[src/rtl/rv_mem_access.sv]
// Memory-access stage: captures the execute result into a slot, runs the data-bus
// req/ack transaction, aligns load data and registers the writeback packet.
module rv_mem_access #(
  parameter int DADDR_BITS     = 32,
  parameter int TIMEOUT_CYCLES = 0
) (
  input  logic                  i_clk,
  input  logic                  i_reset,
  input  logic                  i_flush,
  input  logic [31:0]           i_result,
  input  logic [31:0]           i_add,
  input  logic                  i_load,
  input  logic                  i_store,
  input  logic                  i_reg_write,
  input  logic [4:0]            i_rd,
  input  logic [2:0]            i_funct3,
  input  logic [31:0]           i_wdata,
  input  logic [3:0]            i_wsel,
  input  logic                  i_to_trap,
  output logic                  o_stall,
  output logic                  o_dmem_req,
  output logic                  o_dmem_we,
  output logic [DADDR_BITS-1:0] o_dmem_addr,
  output logic [3:0]            o_dmem_wsel,
  output logic [31:0]           o_dmem_wdata,
  input  logic                  i_dmem_ack,
  input  logic [31:0]           i_dmem_rdata,
  output logic                  o_wb_valid,
  output logic                  o_wb_reg_write,
  output logic [4:0]            o_wb_rd,
  output logic [31:0]           o_wb_data,
  output logic                  o_wb_trap,
  output logic [1:0]            o_wb_fault
);

  typedef enum logic [0:0] {
    S_IDLE = 1'b0,
    S_REQ  = 1'b1
  } state_e;

  typedef struct packed {
    logic        valid;
    logic        load;
    logic        store;
    logic        reg_write;
    logic        to_trap;
    logic [4:0]  rd;
    logic [2:0]  funct3;
    logic [3:0]  wsel;
    logic [31:0] result;
    logic [31:0] add;
    logic [31:0] wdata;
  } slot_t;

  localparam logic        TO_EN   = (TIMEOUT_CYCLES != 0);
  localparam logic [31:0] TO_LAST = 32'(TIMEOUT_CYCLES) - 32'd1;

  function automatic logic [31:0] align_load(input logic [31:0] rdata,
                                             input logic [1:0]  off,
                                             input logic [2:0]  f3);
    logic [31:0] sh_b;
    logic [31:0] sh_h;
    sh_b = rdata >> {off, 3'b000};
    sh_h = rdata >> {off[1], 4'b0000};
    case (f3[1:0])
      2'b00:   align_load = f3[2] ? {24'h000000, sh_b[7:0]} : {{24{sh_b[7]}}, sh_b[7:0]};
      2'b01:   align_load = f3[2] ? {16'h0000, sh_h[15:0]} : {{16{sh_h[15]}}, sh_h[15:0]};
      default: align_load = rdata;
    endcase
  endfunction

  slot_t       slot_q, slot_d;
  state_e      state_q, state_d;
  logic [31:0] cnt_q, cnt_d;

  logic        wb_valid_q, wb_valid_d;
  logic        wb_reg_write_q, wb_reg_write_d;
  logic [4:0]  wb_rd_q, wb_rd_d;
  logic [31:0] wb_data_q, wb_data_d;
  logic        wb_trap_q, wb_trap_d;
  logic [1:0]  wb_fault_q, wb_fault_d;

  logic        is_mem_s;
  logic        misalign_s;
  logic        mem_go_s;
  logic        req_s;
  logic        stall_s;
  logic        timeout_s;
  logic        trap_s;

  // Misalignment and bus-start decode on the resident slot.
  always_comb begin
    is_mem_s   = slot_q.valid & (slot_q.load | slot_q.store);
    misalign_s = 1'b0;
    case (slot_q.funct3[1:0])
      2'b01:   misalign_s = is_mem_s & slot_q.add[0];
      2'b10:   misalign_s = is_mem_s & (slot_q.add[1:0] != 2'b00);
      default: misalign_s = 1'b0;
    endcase
    mem_go_s = is_mem_s & ~misalign_s & ~slot_q.to_trap;
  end

  // Request FSM; a freshly filled slot requests in the same cycle it lands.
  always_comb begin
    state_d   = state_q;
    cnt_d     = cnt_q;
    req_s     = 1'b0;
    timeout_s = 1'b0;
    stall_s   = 1'b0;
    case (state_q)
      S_IDLE:  req_s = mem_go_s;
      S_REQ:   req_s = 1'b1;
      default: req_s = 1'b0;
    endcase
    timeout_s = TO_EN & req_s & ~i_dmem_ack & (cnt_q == TO_LAST);
    stall_s   = req_s & ~i_dmem_ack & ~timeout_s;
    if (stall_s) begin
      state_d = S_REQ;
      cnt_d   = TO_EN ? (cnt_q + 32'd1) : cnt_q;
    end else begin
      state_d = S_IDLE;
      cnt_d   = 32'd0;
    end
  end

  // Slot capture: hold while stalled, bubble on flush, otherwise take the inputs.
  always_comb begin
    slot_d = slot_q;
    if (stall_s) begin
      slot_d = slot_q;
    end else if (i_flush) begin
      slot_d = '0;
    end else begin
      slot_d.valid     = 1'b1;
      slot_d.load      = i_load;
      slot_d.store     = i_store;
      slot_d.reg_write = i_reg_write;
      slot_d.to_trap   = i_to_trap;
      slot_d.rd        = i_rd;
      slot_d.funct3    = i_funct3;
      slot_d.wsel      = i_wsel;
      slot_d.result    = i_result;
      slot_d.add       = i_add;
      slot_d.wdata     = i_wdata;
    end
  end

  // Writeback packet; produced whenever the slot's instruction retires this cycle.
  always_comb begin
    wb_valid_d     = slot_q.valid & ~stall_s;
    trap_s         = slot_q.to_trap | misalign_s | timeout_s;
    wb_reg_write_d = 1'b0;
    wb_rd_d        = 5'd0;
    wb_data_d      = 32'h0000_0000;
    wb_trap_d      = 1'b0;
    wb_fault_d     = 2'b00;
    if (wb_valid_d) begin
      wb_reg_write_d = slot_q.reg_write & ~slot_q.store & ~trap_s;
      wb_rd_d        = slot_q.rd;
      wb_data_d      = slot_q.load ? align_load(i_dmem_rdata, slot_q.add[1:0], slot_q.funct3)
                                   : slot_q.result;
      wb_trap_d      = trap_s;
      if (misalign_s) begin
        wb_fault_d = 2'b01;
      end else if (timeout_s) begin
        wb_fault_d = 2'b10;
      end else begin
        wb_fault_d = 2'b00;
      end
    end else begin
      wb_reg_write_d = 1'b0;
    end
  end

  always_ff @(posedge i_clk) begin
    if (i_reset) begin
      slot_q         <= '0;
      state_q        <= S_IDLE;
      cnt_q          <= 32'd0;
      wb_valid_q     <= 1'b0;
      wb_reg_write_q <= 1'b0;
      wb_rd_q        <= 5'd0;
      wb_data_q      <= 32'h0000_0000;
      wb_trap_q      <= 1'b0;
      wb_fault_q     <= 2'b00;
    end else begin
      slot_q         <= slot_d;
      state_q        <= state_d;
      cnt_q          <= cnt_d;
      wb_valid_q     <= wb_valid_d;
      wb_reg_write_q <= wb_reg_write_d;
      wb_rd_q        <= wb_rd_d;
      wb_data_q      <= wb_data_d;
      wb_trap_q      <= wb_trap_d;
      wb_fault_q     <= wb_fault_d;
    end
  end

  // Bus fields are gated by req so an idle bus reads all zeros.
  assign o_stall      = stall_s;
  assign o_dmem_req   = req_s;
  assign o_dmem_we    = req_s & slot_q.store;
  assign o_dmem_addr  = req_s ? {slot_q.add[DADDR_BITS-1:2], 2'b00} : {DADDR_BITS{1'b0}};
  assign o_dmem_wsel  = req_s ? (slot_q.store ? slot_q.wsel : 4'b1111) : 4'b0000;
  assign o_dmem_wdata = (req_s & slot_q.store) ? slot_q.wdata : 32'h0000_0000;

  assign o_wb_valid     = wb_valid_q;
  assign o_wb_reg_write = wb_reg_write_q;
  assign o_wb_rd        = wb_rd_q;
  assign o_wb_data      = wb_data_q;
  assign o_wb_trap      = wb_trap_q;
  assign o_wb_fault     = wb_fault_q;

endmodule
[config.mk]
export PLATFORM = sky130hd
export DESIGN_NAME = rv_mem_access
export DESIGN_NICKNAME = d
export VERILOG_FILES = /design/src/rtl/rv_mem_access.sv
export SDC_FILE = /design/constraint.sdc
export NUM_CORES = 1
export LEC_CHECK = 0
export CORE_MARGIN = 2
export CORE_UTILIZATION = 45
export DETAILED_ROUTE_END_ITERATION = 7
export PLACE_DENSITY = 0.85
export SKIP_CTS_REPAIR_TIMING = 1
export SLEW_MARGIN = 20
export SYNTH_ARGS = -nofsm -noshare
export SYNTH_HDL_FRONTEND = slang
export SYNTH_SLANG_ARGS = --single-unit
[constraint.sdc]
create_clock -name i_clk -period 4.3 [get_ports i_clk]
set_input_delay 0.645 -clock i_clk [delete_from_list [all_inputs] [get_ports i_clk]]
set_output_delay 0.645 -clock i_clk [all_outputs]
set_load 0.005 [all_outputs]
After elaboration in Yosys (flattened, before gate mapping):

Cells that the tools add are included.

* flip-flop bits (word level): 156
* output and inout bits: 113
* logic and storage cells: 58

* equal/unequal tests: 2
* shifts and indexed selects: 2
* mux-type cells: 13
* bitwise gates (word level): 20
* reduce and logical (&&, ||, !) cells: 3

Operator list (count)
* $mux 32: 5
* $mux 113: 1
* $pmux 32 s2: 1
* $shr 32x5->16: 1
* $shr 32x5->8: 1
* $and 1x1->1: 10
* $mux 4: 2
* $not 1->1: 8
* $pmux 1 s2: 2
* $eq 2x1->1 const B: 1
* $eq 2x2->1 const B: 1
* $logic_not 2->1: 1
* $mux 1: 2
* $or 1x1->1: 2
* $reduce_bool 2->1: 1
* $reduce_or 2->1: 1

Logic depth before layout (Yosys ltp):

Gate-level depths: netlist (run 1).

* depth in word-level cells: 13
* mapped depth: 9
* gate-level depth less buffers: 7

Worst setup path before layout (run 1):

OpenSTA, ideal clock, no wires.

* kind: register to output
* from: reg slot_q[100] (netlist name)
* to: out o_dmem_addr[26]
* arrival: 1.682 ns
* data required time: 3.655 ns
* setup slack: 1.973 ns
* stages on the path, launching flop included: 10
* buffers on the path: 2
* cell sequence: dfxtp_1 > inv_1 > ha_1 > inv_1 > nor3_2 > or2_1 > inv_2 > buf_2 > buf_2 > and2_1

* longest elaborated chain between the ends: 7
* elaborated cells on any way between the ends: 8

RTL lines
* start, declared: RTL line 72 `slot_t slot_q, slot_d;`
* start signal, assigned: RTL line 187 `slot_q <= slot_d;`
* $eq 2x2->1 or $eq 2x1->1 (tied branches): RTL line 95 `case (slot_q.funct3[1:0])`
* $pmux 1 s2 (*): RTL line 95
* $not 1->1 (*): RTL line 100 `mem_go_s = is_mem_s & ~misalign_s & ~slot_q.to_trap;`
* $and 1x1->1 (*) (2 in series): RTL line 100
* $pmux 1 s2 (*): RTL line 110 `case (state_q)`
* via o_dmem_req: RTL line 21 `output logic o_dmem_req,`
* $mux 32 (*): RTL line 203 `assign o_dmem_addr = req_s ? {slot_q.add[DADDR_BITS-1:2], 2'b00} : {DADDR_BITS{1'b0}};`
* end, declared: RTL line 23 `output logic [DADDR_BITS-1:0] o_dmem_addr,`

The timed path passes the listed nets; every way through them passes the cells marked *.

Worst setup path in the final report (run 1):

* from: reg slot_q[100] (netlist name)
* to: out o_dmem_wdata[0]

* longest elaborated chain between the ends: 8
* elaborated cells on any way between the ends: 9

RTL lines
* $eq 2x2->1 or $eq 2x1->1 (tied branches): RTL line 95
* $pmux 1 s2 (*): RTL line 95
* $not 1->1 (*): RTL line 100
* $and 1x1->1 (*) (2 in series): RTL line 100
* $pmux 1 s2 (*): RTL line 110
* $and 1x1->1 (*): RTL line 205 `assign o_dmem_wdata = (req_s & slot_q.store) ? slot_q.wdata : 32'h0000_0000;`
* $mux 32 (*): RTL line 205
* end, declared: RTL line 25 `output logic [31:0] o_dmem_wdata,`

Every way passes the cells marked *; elsewhere a longest branch is shown, timed or not.

==> metrics.md, run 1 <==
| Metric | Value |
|---|---|
| Status | `completed` |
| Cell depth of the worst flop-to-flop path | `5` |
| CORE AREA | `around 13000 µm²` |
| Die area | `approximately 14000 µm²` |
| Inserted Clock Buffers | `17` |
| H-tree levels | `4` |
| Io pins | `261` |
| Leakage power | `3.59 nW` |
| Critical-path cell list | `inv_1 -> ha_1 -> a21oi_1 -> nor3_2 -> or2_1 -> inv_2 -> and3_1 -> clkdlybuf4s50_1` |
| Cells after Synth | `554` |
| Number of rows in the core area | `41` |
| Most common cell after layout, fill and taps aside | `clkdlybuf4s50_1` |
| Initial DRT Pass Iterations | `7` |
| Final WL | `about 18 mm` |
| Final clock skew | `around 11 ps` |
| Worst-case clock buffer depth | `2` |
| Netlist cell types | `between 40 and 50` |
| Critical-path top delay cell | `inv_2` |
| Vert. Die Dim | `between 100 and 150 µm` |
| Hold Crit Start | `slot_q[106]` |
| Simple-gate share of the synthesized area | `14.5%` |
| Top cells by area, synth | `dfxtp_1 53%, a22o_1 17%, and2_1 3.7%, and3_1 3.4%, nor2_1 2.6%` |
| Wirelength per Cell | `around 19 µm` |
| Initial Util | `46.1%` |
| Hold path cells | `1` |
| Shortest period the worst path allows | `3810 ps` |
| Vias in the first global route | `5411` |
| Largest net degree at the start of global routing | `68` |
| Period utilisation layout | `88.6%` |
| Detail Placement HPWL | `around 13 mm` |
| Worst-Margin Slew | `860 ps` |
| Final TNS setup | `0 ps` |
| R2r endpoint | `slot_q[23]` |
| Routed Antenna Nets | `0` |
| Max frequency | `262 MHz` |
| Final GP Congestion | `0.877` |
| Peak per-stage delay on the critical path | `slightly above 600 ps` |
| Post-Synth Adder-Cell Area | `less than 1%` |
| Largest area contributor in the netlist | `dfxtp_1` |
| Synth Register Bits | `155` |
| Post-Synth XOR/XNOR Area | `0%` |
| Area Growth Syn to Fin | `54.9%` |
| Initial antenna violation count | `0` |
| Clk Latency, worst-skew pair | `420 ps` |
| CTS tree | `built` |
| Die Span X | `118 µm` |
| Via-per-instance ratio | `roughly 5.5` |
| VDD IR-drop max | `0.000229 V` |
| Critical path fanouts, max | `67` |
| CP Launch Type | `flip-flop` |
| Critical path class | `flip-flop to primary output` |
| Synth warn | `0` |
| Min-Delay Path Class | `flip-flop to flip-flop` |
| Sequential fraction of the synthesis area | `53.1%` |
| Fin area | `9050 µm²` |
| Placed Area | `8420 µm²` |
| Top-area cell type share of the netlist area | `53.1%` |
| Proportion of layout cells with a drive suffix above 1 | `under 10%` |
| Pwr per Cell Area | `~380 nW/µm²` |
| Buffers on Ports | `257` |
| Clock Sinks | `155` |
| Final Slew Violations | `0` |
| Ant. Diodes | `0` |
| Vias | `5335` |
| Iter 0 DRT Violations | `465` |
| Largest family of logic cells by synthesized area | `compound AO/OA/AOI/OAI gates` |
| Unrepaired setup endpoints after global routing | `false` |
| Synth Area in Compound Gates | `24.4%` |
| Fin. Hold Viols | `0` |
| R2R Setup Slk | `1720 ps` |
| Max-cap violation count | `0` |
| DRC violations left | `0` |
| CP startpoint | `slot_q[100]` |
| Cell area after synthesis | `5840 µm²` |
| # fillers | `921` |
| Root Buffer | `clkbuf_16` |
| Post-layout nets | `939` |
| Hold Path End | `o_wb_rd[3]` |
| Setup crit end kind | `primary output` |
| Mean cell area of the mapped netlist | `10.5 µm²` |
| Grt ovf | `0` |
| Clock transition at path regs | `60 ps` |
| Commonest non-fill, non-tap cells in the layout | `257 x clkdlybuf4s50_1, 155 x dfxtp_1, 112 x a22o_1` |
| Reg2reg start | `slot_q[33]` |
| Worst EP required | `3650 ps` |
| Worst EP arrival | `3170 ps` |
| Mux contribution to synthesized area | `1.69%` |
| Slew margin rel. | `42.7%` |
| First-pass GRT wire length | `28.6 mm` |
| GRT Util Overall | `26.2%` |
| Final setup violation count | `0` |
## worst max path at each step
stage / depth (start not counted) / to
after floorplan: 9 / o_dmem_addr[26]
after global placement: 8 / o_dmem_addr[2]
after detailed placement: 8 / o_dmem_wdata[28]
after CTS: 8 / o_dmem_wdata[28]
after global routing: 8 / o_dmem_wdata[28]
final: 8 / o_dmem_wdata[0]
## cell usage after synthesis (all sizes together)
master / n
a2111oi: 1
a211oi: 16
a21o: 1
a21oi: 5
a221oi: 15
a22o: 112
a311oi: 1
a31o: 7
and2: 35
and2b: 1
and3: 32
buf: 30
clkbuf: 22
conb: 1
dfxtp: 155
ha: 3
inv: 9
mux2: 7
mux2i: 2
nand2: 18
nand3: 2
nand3b: 1
nor2: 41
nor2b: 2
nor3: 20
nor4: 1
o21a: 5
o21ai: 1
o21ba: 1
o221ai: 1
o22ai: 1
o31a: 1
or2: 2
or3b: 2
## worst max-delay path: cells and delay by family (launching register included)
family / cells / cell delay, ps
buffers and inverters: 3 / 1230
and+or+nand+nor: 3 / 650
DFF: 1 / 350
AOI/OAI and AO/OA: 1 / 270
adders and majority gates: 1 / 200
## through the flow
step / hold WS, ps / setup slack [ps] / power, W / util, % / instances
after floorplan: 430 / 1970 / 0.00170 / - / 556
after global placement: 441 / 1120 / 0.00190 / 66.5 / 941
after detailed placement: 454 / 908 / 0.00191 / 66.5 / 941
after CTS: 464 / 448 / 0.00349 / 71.4 / 971
after global routing: 489 / 254 / 0.00359 / 71.4 / 971
final: 460 / 489 / 0.00346 / 71.4 / 971
## cells by family (layout without fill, tap and decap cells)
kind of cell             count (synthesis)  count (layout)
AND/OR/NAND/NOR                        157             157
adder cells (fa/ha/maj)                  3               3
flip-flops                             155             155
AO/OA/AOI/OAI                          168             168
other                                    1               3
multiplexers                             9               9
buffers and inverters                   61             304
## power by group
part / internal [W] / leakage [nW] / switching [W]
Sequential: 0.00150 / 1.27 / 0.0000344
Clock: 0.00102 / 0.305 / 0.000554
Combinational: 0.000211 / 2.02 / 0.000142
## per-layer routing
metal	up-vias	track usage (%)	wire [µm]
met5	-	0	0
met4	0	13.3	620
met3	47	8.87	1420
met2	266	43.5	8830
met1	2519	30.0	7360
li1	2503	-	-
## area by class of cell
class	count	area [µm²]	share of cell area, %
clock buffer	23	488	5.39
clock inverter	7	138	1.52
inverter	9	33.8	0.373
multi-input combinational	340	2430	26.8
sequential	155	3100	34.3
tap	172	215	2.38
timing repair buffer	265	2650	29.2
## flip-flops by register name (all words and copies together) (netlist names)
name / flops
state_q: 1
o_wb_fault: 1
o_wb_valid: 1
o_wb_trap: 1
o_wb_rd: 5
o_wb_data: 32
o_wb_reg_write: 1
slot_q: 113
No activity file was read; power rests on OpenSTA's default activity.
==> inputs of run 2 (changes only) <==
Settings changed: RECOVER_POWER set to 100, SKIP_LAST_GASP set to 1.
==> metrics.md, run 2 (synthesized netlist as in run 1, its figures left out) <==
| Metric | Value |
|---|---|
| Peak per-stage delay on the critical path | `680 ps (+60 ps)` |
| Inserted Clock Buffers | `17 (unchanged)` |
| Largest net degree at the start of global routing | `68 (unchanged)` |
| WL met3 | `1.44 mm (+1.6%)` |
| Placed Area | `8420 µm² (unchanged)` |
| CTS tree | `built` |
| Grt ovf | `0 (unchanged)` |
| Final setup violation count | `0 (unchanged)` |
| Ant. Diodes | `0 (unchanged)` |
| Final WL | `18.3 mm (+0.18%)` |
| Fin. Hold Viols | `0 (unchanged)` |
| Commonest non-fill, non-tap cells in the layout | `209 x clkdlybuf4s50_1, 155 x dfxtp_1, 112 x a22o_1` |
| Worst Hold Slack | `462 ps (+1.51 ps)` |
| Initial Util | `46.1% (unchanged)` |
| Vert. Die Dim | `118 µm (unchanged)` |
| Initial antenna violation count | `0 (unchanged)` |
| # fillers | `929 (+0.87%)` |
| First-pass GRT wire length | `28.6 mm (unchanged)` |
| VDD IR-drop max | `0.000230 V (+0.13%)` |
| Clock Sinks | `155 (unchanged)` |
| Worst-case clock buffer depth | `2 (unchanged)` |
| Via-per-instance ratio | `5.59 (+1.7%)` |
| Post-layout nets | `939 (unchanged)` |
| Slew margin rel. | `-43.7% (-86 points)` |
| Critical path class | `flip-flop to primary output` |
| Non-Filler Instances | `971 (unchanged)` |
| Period utilisation layout | `91.9% (+3.3 points)` |
| Root Buffer | `clkbuf_16` |
| Area Growth Syn to Fin | `54.3%` |
| Proportion of layout cells with a drive suffix above 1 | `6.88% (-0.63 points)` |
| Final clock skew | `9.28 ps (-1.45 ps)` |
| Max-cap violation count | `2 (+2)` |
| Final GP Congestion | `0.877 (unchanged)` |
| Critical-path top delay cell | `dfxtp_1` |
| Min-Delay Path Class | `flip-flop to flip-flop` |
| Max reg flops | `113 (unchanged)` |
| Unrepaired setup endpoints after global routing | `false` |
| Number of rows in the core area | `41 (unchanged)` |
| Die Span X | `118 µm (unchanged)` |
| Status | `finished, violations left` |
| Worst EP required | `3650 ps (about the same)` |
| GRT Util Overall | `26.2% (unchanged)` |
| Die area | `13900 µm² (unchanged)` |
| Wirelength per Cell | `18.8 µm (+0.18%)` |
| Worst-Margin Slew | `2160 ps (+1300 ps)` |
| Detail Placement HPWL | `12.7 mm (unchanged)` |
| Buffers on Ports | `257 (unchanged)` |
| CORE AREA | `12700 µm² (unchanged)` |
| Clk Latency, worst-skew pair | `420 ps (about the same)` |
| Vias | `5426 (+1.7%)` |
| H-tree levels | `4 (unchanged)` |
| Vias in the first global route | `5411 (unchanged)` |
| Pwr per Cell Area | `383 nW/µm² (+0.20%)` |
| DRC violations left | `0 (unchanged)` |
| Final TNS setup | `0 ps (unchanged)` |
| Top reg by flops | `slot_q` |
| Initial DRT Pass Iterations | `6 (-1)` |
| Setup crit end kind | `primary output` |
| Top sig layer | `met4` |
| Fin area | `9010 µm² (-0.40%)` |
| Violated checks | `capacitance limit, slew limit` |
| Leakage power | `3.71 nW (+3.3%)` |
| Worst EP arrival | `3310 ps (+140 ps)` |
| Wl on met1 | `7.34 mm (-0.34%)` |
| Final Slew Violations | `87 (+87)` |
| Critical-path cell list | `a21oi_1 -> nor3_1 -> or2_0 -> inv_2 -> and3_1 -> clkdlybuf4s50_1` |
| Met2 routed WL | `8.87 mm (+0.51%)` |
| Shortest period the worst path allows | `3950 ps (+141 ps)` |
| Clock transition at path regs | `60 ps (about the same)` |
| Placed cells | `941 (unchanged)` |
| Critical path fanouts, max | `67 (unchanged)` |
| Iter 0 DRT Violations | `545 (+17%)` |
| Crit-path leading delay family | `simple AND/OR/NAND/NOR gates` |
| Most common cell after layout, fill and taps aside | `clkdlybuf4s50_1` |
| Routed Antenna Nets | `0 (unchanged)` |
| Worst Path Buf+Inv | `2 (-1)` |
| Io pins | `261 (unchanged)` |
| Max frequency | `253 MHz (-3.6%)` |
| FF+latch area | `3100 µm² (unchanged)` |
| Power Total | `0.00345 W (-0.21%)` |
| Area of the multi-input gates | `2410 µm² (-0.46%)` |
| CP Launch Type | `flip-flop` |
## run 2: cell count changes in the layout (fill, tap and decap cells not counted), sizes merged
cell	previous run	this run
dlygate4sd3	0	48
buf	8	4
clkdlybuf4s50	257	209
clkbuf	23	27
## run 2: area by class of cell
| type | instances | share of cell area, % |
|---|---|---|
| Clock inverter | 7 | 1.53 |
| Sequential cell | 155 | 34.4 |
| Timing Repair Buffer | 265 | 29.1 |
| Clock buffer | 23 | 5.41 |
| Inverter | 9 | 0.375 |
| Multi-Input combinational cell | 340 | 26.8 |
| Tap cell | 172 | 2.39 |
## run 2: power breakdown
part / internal, W / switching, W
combinational: 0.000204 / 0.000141
clock: 0.00102 / 0.000554
sequential: 0.00150 / 0.0000341
## run 2: routing by layer
metal,vias up,GRT usage [%]
li1,2500,-
met1,2601,30.0
met2,278,43.5
met3,47,8.87
met4,0,13.3
met5,-,0
## run 2: metrics by stage
| step | util (%) | setup slack, ps |
|---|---|---|
| global route | 71.1 | 135 |
| finish | 71.1 | 348 |
| floorplan | - | 1970 |
| global placement | 66.5 | 1120 |
| detailed placement | 66.5 | 908 |
| CTS | 71.4 | 448 |
## run 2: worst register-to-register path, delay by kind of cell, from the launching register on
family	cells	cell delay [ps]
flip-flops	1	680
buffers and inverters	1	970
AND/OR/NAND/NOR	1	480
AO/OA/AOI/OAI	3	1580
## run 2: final timing paths
| kind | from | endpoint | slack [ps] | depth (start not counted) |
|---|---|---|---|---|
| worst min-delay path | slot_q[106] | o_wb_rd[3] | 460 | 1 |
| worst max register to register | slot_q[33] | slot_q[7] | 550 | 5 |
| worst min register to register | slot_q[106] | o_wb_rd[3] | 460 | 1 |
| worst max-delay path | slot_q[33] | o_dmem_wdata[0] | 350 | 6 |
